`config.mk`:
```
export PLATFORM = sky130hd
export DESIGN_NAME = shift_issue
export DESIGN_NICKNAME = d
export VERILOG_FILES = /design/src/rtl/shift_issue.sv
export SDC_FILE = /design/constraint.sdc
export NUM_CORES = 1
export LEC_CHECK = 0
export ABC_AREA = 1
export CAP_MARGIN = 20
export CORE_AREA = 8 8 104 106
export CTS_CLUSTER_DIAMETER = 100
export DETAILED_ROUTE_END_ITERATION = 10
export DIE_AREA = 0 0 112 114
export GPL_TIMING_DRIVEN = 0
export PLACE_DENSITY_LB_ADDON = 0.3
export SYNTH_ARGS = -nofsm -noshare
export SYNTH_HDL_FRONTEND = slang
export SYNTH_SLANG_ARGS = --single-unit
```
`constraint.sdc`:
```
create_clock -name CLK -period 2.1 [get_ports CLK]
set_input_delay 0.42 -clock CLK [delete_from_list [all_inputs] [get_ports CLK]]
set_output_delay 0.42 -clock CLK [all_outputs]
set_load 0.005 [all_outputs]
```
`src/rtl/shift_issue.sv`:
```
// Two-stage shift issue pipeline: S1 decodes and drives the external shifter, S2 holds the result.
// Optional `SHIFT_OVF_SAT_EN: shift amounts >= 32 saturate instead of wrapping modulo 32.
module shift_issue #(
  parameter int TAG_W = 4
) (
  input  logic             CLK,
  input  logic             RST_N,
  input  logic             IN_VALID,
  output logic             IN_READY,
  input  logic [1:0]       IN_OP,
  input  logic [31:0]      IN_A,
  input  logic [7:0]       IN_B,
  input  logic [TAG_W-1:0] IN_TAG,
  output logic [31:0]      SH_X,
  output logic [4:0]       SH_S,
  output logic             SH_LEFT,
  output logic             SH_LOG,
  input  logic [31:0]      SH_Z,
  output logic             OUT_VALID,
  input  logic             OUT_READY,
  output logic [31:0]      OUT_Z,
  output logic [TAG_W-1:0] OUT_TAG,
  output logic             OUT_ERR,
  output logic [15:0]      OP_CNT
);

  logic             s1_vld_q, s1_vld_d;
  logic [31:0]      s1_x_q;
  logic [4:0]       s1_s_q;
  logic             s1_left_q, s1_log_q, s1_err_q;
  logic [TAG_W-1:0] s1_tag_q;
`ifdef SHIFT_OVF_SAT_EN
  logic             s1_ovf_q;
`else
  logic             unused_b_hi;
  assign unused_b_hi = ^IN_B[7:5];
`endif

  logic             s2_vld_q, s2_vld_d;
  logic [31:0]      s2_z_q, s2_z_d;
  logic [TAG_W-1:0] s2_tag_q;
  logic             s2_err_q;
  logic [15:0]      cnt_q;

  logic s2_free, s1_adv, accept;

  assign s2_free  = !s2_vld_q | OUT_READY;
  assign s1_adv   = s1_vld_q & s2_free;
  assign IN_READY = !s1_vld_q | s2_free;
  assign accept   = IN_VALID & IN_READY;

  always_comb begin
    s1_vld_d = s1_vld_q;
    if (accept)      s1_vld_d = 1'b1;
    else if (s1_adv) s1_vld_d = 1'b0;

    s2_vld_d = s2_vld_q;
    if (s1_adv)       s2_vld_d = 1'b1;
    else if (s2_free) s2_vld_d = 1'b0;
  end

  // Reserved ops always retire as zero, overriding any saturation.
  always_comb begin
    s2_z_d = SH_Z;
`ifdef SHIFT_OVF_SAT_EN
    if (s1_ovf_q) s2_z_d = (s1_left_q | s1_log_q) ? 32'h0 : {32{s1_x_q[31]}};
`endif
    if (s1_err_q) s2_z_d = 32'h0;
  end

  always_ff @(posedge CLK or negedge RST_N) begin
    if (!RST_N) begin
      s1_vld_q  <= 1'b0;
      s1_x_q    <= '0;
      s1_s_q    <= '0;
      s1_left_q <= 1'b0;
      s1_log_q  <= 1'b0;
      s1_err_q  <= 1'b0;
      s1_tag_q  <= '0;
`ifdef SHIFT_OVF_SAT_EN
      s1_ovf_q  <= 1'b0;
`endif
    end else begin
      s1_vld_q <= s1_vld_d;
      if (accept) begin
        s1_x_q    <= IN_A;
        s1_s_q    <= IN_B[4:0];
        s1_left_q <= (IN_OP == 2'b00);
        s1_log_q  <= (IN_OP != 2'b10);
        s1_err_q  <= (IN_OP == 2'b11);
        s1_tag_q  <= IN_TAG;
`ifdef SHIFT_OVF_SAT_EN
        s1_ovf_q  <= (IN_B[7:5] != 3'b000);
`endif
      end
    end
  end

  always_ff @(posedge CLK or negedge RST_N) begin
    if (!RST_N) begin
      s2_vld_q <= 1'b0;
      s2_z_q   <= '0;
      s2_tag_q <= '0;
      s2_err_q <= 1'b0;
    end else begin
      s2_vld_q <= s2_vld_d;
      if (s1_adv) begin
        s2_z_q   <= s2_z_d;
        s2_tag_q <= s1_tag_q;
        s2_err_q <= s1_err_q;
      end
    end
  end

  always_ff @(posedge CLK or negedge RST_N) begin
    if (!RST_N)                         cnt_q <= '0;
    else if (accept && cnt_q != 16'hFFFF) cnt_q <= cnt_q + 16'd1;
  end

  assign SH_X      = s1_x_q;
  assign SH_S      = s1_s_q;
  assign SH_LEFT   = s1_left_q;
  assign SH_LOG    = s1_log_q;
  assign OUT_VALID = s2_vld_q;
  assign OUT_Z     = s2_z_q;
  assign OUT_TAG   = s2_tag_q;
  assign OUT_ERR   = s2_err_q;
  assign OP_CNT    = cnt_q;

endmodule

```
======== Yosys cells after proc, flatten, opt, wreduce, memory -nomap -nowiden ========
Index checks and enable logic that the tools add are counted.
storage, ports and cells
  output and inout bits ................... 94
  bits of input ports ..................... 82
  word-level logic and storage cells ...... 31
  register bits after elaboration ......... 99
operators by class
  bitwise logic cells ..................... 4
  reductions and logical operators ........ 6
  equal/unequal tests ..................... 3
  mux-type cells .......................... 5
  $add $sub $neg .......................... 1
operator list
  cell                   count
  $mux 32                1
  $add 16x1->16 const B  1
  $ne 16x16->1 const B   1
  $mux 1                 4
  $reduce_bool 2->1      2
  $and 1x1->1            2
  $eq 2x2->1 const B     1
  $logic_not 1->1        2
  $logic_not 2->1        1
  $ne 2x2->1 const B     1
  $or 1x1->1             2
  $logic_and 1x1->1      1

======== Longest topological paths before layout ========
Gate-level depths: netlist of run 1.
  depth after elaboration ................. 5
  mapped depth ............................ 9
  gate-level depth less buffers ........... 9

======== Worst setup path after synthesis of run 1 ========
Ideal clock, no wire load.
  path kind ............................... reg2reg
  start ................................... reg cnt_q[0] (netlist: OP_CNT[0])
  end ..................................... reg cnt_q[10] (netlist: OP_CNT[10])
  library setup time ...................... 74 ps
  data arrival time ....................... 1402 ps
  path slack .............................. 625 ps
  period minus slack after synthesis ...... 1475 ps
  buffers on the path ..................... 1
  stages on the path, launching flop included .. 10
  cells stage by stage .................... dfrtp_1 ha_1 nand3_4 inv_2 nand2_2 nor2_2 nor2_2 buf_6 nand2_2 o21ai_2
on the way
  word-level cells in the longest chain between the ends .. 2
  elaborated cells on any way between the ends .. 3
  those cells by class .................... add/sub: 1; eq/ne: 1; reduce/logical: 1
ends and longest elaborated chain
  element                                                RTL line  source
  from (decl)                                            43        logic [15:0] cnt_q;
  from (signal assigned)                                 117       else if (accept && cnt_q != 16'hFFFF) cnt_q <= cnt_q + 16'd1;
  branches (longest 2 deep; another with $add 16x1->16)  -
Parallel ways; which one is timed is not known.
A chain may end at the register's enable or synchronous reset.

======== Worst setup path after layout of run 1 ========
  start ................................... in OUT_READY
  end ..................................... out IN_READY
on the way
  word-level cells in the longest chain between the ends .. 2
ends and longest elaborated chain
  element      RTL line  source
  from (decl)  20        input logic OUT_READY,
  $or 1x1->1   47        assign s2_free = !s2_vld_q | OUT_READY;
  $or 1x1->1   49        assign IN_READY = !s1_vld_q | s2_free;
  to (decl)    9         output logic IN_READY,
No other way between the ends.

==> results list, run 1 <==
- The flow ran to the end, and the final reports show no timing, DRC or antenna violations.
- For this design the ratio of total power to cell area is roughly 910 mW/mm2.
- Via count of the first global-routing pass: between 3000 and 4000
- Post-Synthesis Net Count: around 520
- Data arrives at the worst endpoint at between 1.5 and 2 ns.
- Based on the critical path, the design can be clocked at up to between 0.4 and 0.5 GHz.
* Total area of multi-input combinational cells: around 0.0014 mm2
- TritonCTS built the clock tree.
* Pin count of the biggest net entering global routing: 67
* Initial antenna violation count: 0
* Top library cells by usage in the layout, fill and taps aside: 190 x nand2_1, 171 x clkdlybuf4s50_1, 99 x dfrtp_1
* Fin. max-slew vios: 0
- Final wirelength: roughly 12 mm
* Register bit count reported by yosys: between 90 and 100
- Counting every sink on the clock net gives between 90 and 100.
- Storage cell area: 0.00248 mm2
- Starting density of the core: between 40% and 50%
- The total area inside the core boundary comes to about 0.0091 mm2.
* Total gr overflow: 0
- The routed design could run at a clock period as short as between 2 and 2.5 ns.
- Final setup fails: 0
* Warnings, synthesis: 0
- Clock insertion delay at the later pin of the skew report: between 0.3 and 0.4 ns
- Netlist cell types: 23
- Overall die area: between 0.01 and 0.015 mm2
* Count of boundary I/O pins: about 180
- The count of final hold-check violations came to 0.
- Once layout is complete, the utilization of the core stands at 67.8%.
- # hold bufs at CTS: 0
- Setup total negative slack on the finished layout was measured at 0 ns.
- Worst rel slew slack: 68.4%
- On the final layout, the worst clock skew is approximately 0.010 ns.
- Commonest non-fill, non-tap cell in the layout: nand2_1
- After detailed routing, the number of remaining DRC violations is 0.
* Syn_area_per_cell: 9.38 um2
* Maximum buffer depth of the clock tree: 2
- Detailed placement ended at an HPWL of approximately 9.2 mm.
- Setup repair after global routing missed its margin: false
- Along the worst path, the maximum fanout reaches 3.
- Path category of the worst min-delay check: primary input to async pin
- Synthesis handed over a netlist of between 400 and 500 instances.
- Data required, critical path: 1.68 ns
- Inserted Diodes: 0
- In the final routed layout, each cell accounts on average for 15.9 um.
- The net count of the finished layout is around 700.
* Worst hold margin: roughly 0.004 ns
- Resized Gates After CTS: 0
- Die Y-Extent: 114 um
- From left edge to right edge, the die measures 112 um.
- Total power: ~5.6 mW
- # port buffers: around 170
- Final worst-path cycle share: between 90% and 100%
* Row cnt: 35
- Clock slew at reported path FFs: around 0.090 ns
- Number of vias in the routed layout: about 3600
- For this run, the register share of the synthesized area comes to between 60% and 70%.
- Summing every instance area after synthesis gives just over 0.004 mm2.
- CTS Root Cell: clkbuf_8
* MaxCap Viol Count: 0
- After the first detailed-routing iteration, the DRC count stood at around 200.
* Critical path startpoint category: primary input
* Standby leakage power: just under 3 nW
* Detail Route Antenna Nets: 0
* Area delta synth->final: 51.4%
- The post-route netlist has about 8.3% of its cells at a drive strength greater than 1.
* Wire length of the first global-routing pass: 19.0 mm
* Total global-route track usage: a little under a fifth
* Buffer count from post-CTS setup fixing: 0
- The H-tree was split into 3 levels.
- Max IR drop VDD: between 400 and 500 uV
- Critical setup path kind: primary input to output pin
- Routability-driven placement finished with a final weighted congestion of 0.830.
* Number of buffers inserted during clock tree synthesis: 9
* Pin slew with the least headroom to its limit: 0.473 ns
* Worst Setup End Kind: output pin
- After detailed routing, the number of vias per cell comes to slightly below 5.
- For this run, the detailed router's first-pass iteration total came to 4.
- The filler cells instantiated in the layout total 758.
## Yosys cell counts
cell        n  area, um2
buf_2      11       55.1
dfrtp_1    99       2480
ha_1        1       12.5
clkbuf_1    4       15.0
inv_1      23       86.3
xor2_1      4       35.0
nand2_1   190        713
a31oi_1     1       6.26
nand4_1     6       37.5
xnor2_1     1       8.76
nand3_1    10       50.1
buf_4       1       7.51
buf_6       2       22.5
nand3_4     1       17.5
a22o_1     32        280
o31ai_1     1       7.51
o21ai_0     9       45.0
o21ai_1     1       5.00
nor2_1     19       71.3
inv_2       3       11.3
nand2_2     7       43.8
o21ai_2     6       52.6
nor2_2      3       18.8
## sequential cells by signal (all words and copies together) (netlist names)
| register | cells |
|---|---|
| OUT_Z | 32 |
| SH_X | 32 |
| OP_CNT | 16 |
| SH_S | 5 |
| OUT_TAG | 4 |
| s1_tag_q | 4 |
| OUT_ERR | 1 |
| OUT_VALID | 1 |
| SH_LEFT | 1 |
| SH_LOG | 1 |
| s1_err_q | 1 |
| s1_vld_q | 1 |
## kinds of logic after synthesis
logic type	synth area share [%]
buffers and inverters	4.84
flip-flops	60.7
AND/OR/NAND/NOR	23.3
XOR/XNOR	1.07
AO/OA/AOI/OAI	9.72
adder cells (fa/ha/maj)	0.307
## layout make-up
| class | instances | share of cell area, % |
|---|---|---|
| Buffer | 18 | 1.62 |
| Timing Repair Buffer | 173 | 28.3 |
| Inverter | 26 | 1.58 |
| Multi-Input combinational cell | 292 | 22.8 |
| Clock inverter | 6 | 1.18 |
| Tap cell | 111 | 2.25 |
| Sequential cell | 99 | 40.1 |
| Clock buffer | 10 | 2.23 |
## report_power, final
part	total [mW]	switching, mW	internal [mW]
Sequential	2.58	0.290	2.29
Combinational	1.75	0.692	1.06
Clock	1.28	0.679	0.599
## per-layer routing
layer	track usage [%]	routed length [um]	vias up	share of wire, %
met5	0	0	-	0
met4	6.12	164	0	1.4
met3	7.98	1030	13	8.8
met2	32.4	5890	112	50
met1	19.9	4580	1675	39
li1	-	-	1761	-
## metrics by stage
stage	setup slack [ns]	instance area (um2)	cells
finish	0.0615	6180	735
global route	0.00689	6180	735
CTS	0.0547	6180	735
detailed placement	0.0597	5970	719
global placement	-3.07	5940	718
floorplan	0.625	4080	435
## worst paths after layout
kind / start / to / slack, ns / cells after the start
min in group CLK: SH_X[27] / SH_X[27] / 0.49 / 2
setup / recovery: OUT_READY / IN_READY / 0.06 / 4
setup reg to reg: OP_CNT[0] / OP_CNT[10] / 0.47 / 9
hold reg to reg: SH_X[27] / SH_X[27] / 0.49 / 2
hold / removal: RST_N / OP_CNT[5] / 0.004 / 1
max in group asynchronous: RST_N / OUT_Z[2] / 1.43 / 2
## critical path, cell delays in order
cell,delay (ns)
clkdlybuf4s50_1,0.46
inv_1,0.05
nand3_1,0.13
clkdlybuf4s50_1,0.56
No activity file was read; power rests on OpenSTA's default activity.
==> run 2: changes to the inputs <==
Settings changed: CORE_AREA 8 8 104 106 to 8 8 108 110, DIE_AREA 0 0 112 114 to 0 0 116 118, PLACE_DENSITY set to 0.78, PLACE_DENSITY_LB_ADDON 0.3 to unset.
Clock period 2.1 ns to 2.01 ns, I/O delays scaled along.
==> results list, run 2 (synthesis gave the netlist of run 1 again) <==
- # port buffers: about 170
- Headroom to the max-slew limit came out at around 65%.
- Total gr overflow: 0
- Instance area after placement: between 0.005 and 0.006 mm2
* Final wirelength: 11.5 mm
- The worst setup path is captured at an output pin.
- After floorplanning, the core was sized to cover 0.0100 mm2.
* Initial antenna violation count: 0
- In this run the remaining antenna-violating nets after routing total 0.
- Of all nets on the critical path, the largest fanout is 7.
* Commonest non-fill, non-tap cell in the layout: nand2_1
- At the pin with the least slew margin, the transition time is between 0.5 and 0.6 ns.
- Highest-utilization routing layer at the global route stage: met2
* Final setup fails: 0
- Maximum buffer depth of the clock tree: 2
- In the final routed layout, each cell accounts on average for between 15 and 20 um.
- For the worst setup path, the data required time is between 1.5 and 2 ns.
- Overall die area: between 0.01 and 0.015 mm2
* Setup repair after global routing missed its margin: false
- The H-tree generated during clock tree synthesis spans 3 levels.
* Post-route standard cell area excluding fillers: between 0.006 and 0.007 mm2
- The floorplan step set the die height to approximately 120 um.
- Data arrives at the worst endpoint at ~1.4 ns.
* # hold bufs at CTS: 0
- Maximum achievable frequency: about 0.55 GHz
* Power per unit of standard cell area: around 900 mW/mm2
- Number of failing hold endpoints at the final stage: 0
* Path category of the worst min-delay check: primary input to async pin
- The tool flagged a number of max-cap violations equal to 0.
* Number of buffers inserted during clock tree synthesis: 9
- After detailed routing, the number of remaining DRC violations is 0.
* Max stage delay cell, worst path: clkdlybuf4s50_1
- Initial DRC Count: 139
- Standby leakage power: between 2 and 3 nW
- Placer's final routability congestion estimate: roughly 0.83
- Fin. max-slew vios: 0
* Filler-free cell count of the finished design: 760
* Clock slew at reported path FFs: 0.09 ns
- The first detailed-routing pass ran for 4 iterations.
- The critical path goes through clkdlybuf4s50_1.
- Share of post-route cells with drive strength above 1: 8.17%
- After detailed routing, the number of vias per cell comes to ~4.7.
* Width of the chip: approximately 120 um
- The kind of cell with the highest combined delay along the critical path is buffers and inverters.
- Starting density of the core: 40.8%
- TritonCTS clock tree: built
- Via count of the first global-routing pass: 3811
- The number of placed instances, taps included, is 744.
- The tree built by TritonCTS fans out to 99 sinks.
* Clock insertion delay at the later pin of the skew report: 0.36 ns
* Final worst-path cycle share: about nine tenths
* CTS Root Cell: clkbuf_8
- Pin count of the biggest net entering global routing: 63
- By startpoint and endpoint, the worst setup path is classified as flip-flop to output pin.
- Buffers & Inverters on Critical Path: 1
* Total global-route track usage: between 15 and 20%
- In this run the count of I/O pins placed on the die edge is 176.
- The worst path needs around 1.8 ns of the cycle, external delays included.
* Clock tree skew after final layout: approximately 0.0089 ns
* Area delta synth->final: 51.3%
* Max IR drop VDD: around 430 uV
* Top library cells by usage in the layout, fill and taps aside: 190 x nand2_1, 170 x clkdlybuf4s50_1, 99 x dfrtp_1
- Buffer count from post-CTS setup fixing: 0
- The first global-routing pass estimated 18.8 mm of wire.
- The largest single stage delay on the critical path is approximately 0.56 ns.
- In this run, post-CTS repair resized a total of 0 instances.
- GR Layer Usage met1: about a fifth
- The worst setup path is launched from a flip-flop.
- Met2 routing resource usage after global routing: between 20% and 30%
- NumNets Final: around 700
- GR met3 Demand/Resource: 6.72%
- Placed wire-length estimate after detailed placement: 8.86 mm
- In this run the core area contains 37 standard-cell rows.
- Number of vias in the routed layout: between 3000 and 4000
* Inserted Diodes: 0
* Outcome: finished clean
==> run 2: cell type report <==
cell class | instances | area, um2
clock inverters | 6 | 47.5
fillers | 881 | 3820
well taps | 136 | 170
clock buffers | 10 | 128
inverters | 26 | 97.6
flip-flops and latches | 99 | 2480
repair buffers | 173 | 1750
multi-input cells | 292 | 1410
plain buffers | 18 | 100
==> run 2: path summary, 6_finish.rpt <==
path                            from          to  slack, ns  cells past startpoint
hold / removal                 RST_N  OP_CNT[11]      0.002                      1
hold reg to reg             SH_X[31]    SH_X[31]       0.49                      2
max in group asynchronous      RST_N     SH_LEFT       1.35                      2
setup / recovery           OP_CNT[2]   OP_CNT[2]       0.18                      1
min in group CLK            SH_X[31]    SH_X[31]       0.49                      2
setup reg to reg           OP_CNT[0]  OP_CNT[10]       0.34                      9
==> run 2: through the flow <==
| stage | utilization [%] | total power [mW] | setup WS [ns] | setup TNS [ns] | hold WS [ns] |
|---|---|---|---|---|---|
| 2_1_floorplan | - | 3.36 | 0.535 | 0 | 0.106 |
| 5_1_grt | 61.7 | 6.04 | 0.124 | 0 | 0.0316 |
| 3_5_place_dp | 60.0 | 4.59 | 0.0238 | 0 | 0.412 |
| 4_1_cts | 61.7 | 5.78 | 0.0204 | 0 | 0.00336 |
| 6_report | 61.7 | 5.69 | 0.182 | 0 | 0.00200 |
| 3_3_place_gp | 59.7 | 4.52 | -3.14 | -309.72 | 0.461 |
==> run 2: metal layers <==
metal	share of wire (%)	wire, um	vias up
met4	2.4	276	0
li1	-	-	1754
met5	0	0	-
met2	47	5350	125
met3	10	1150	17
met1	41	4690	1708
==> run 2: report_power, final <==
| part | internal [mW] | switching, mW | total [mW] | leakage (nW) |
|---|---|---|---|---|
| Sequential | 2.39 | 0.297 | 2.69 | 1.24 |
| Clock | 0.462 | 0.711 | 1.17 | 0.0872 |
| Combinational | 1.10 | 0.720 | 1.82 | 1.57 |
==> run 3: changes to the inputs <==
Settings changed: ABC_CLOCK_PERIOD_IN_PS set to 2009.
==> results of run 3 <==
The final DEF is identical to that of run 2; final timing and power are the same.
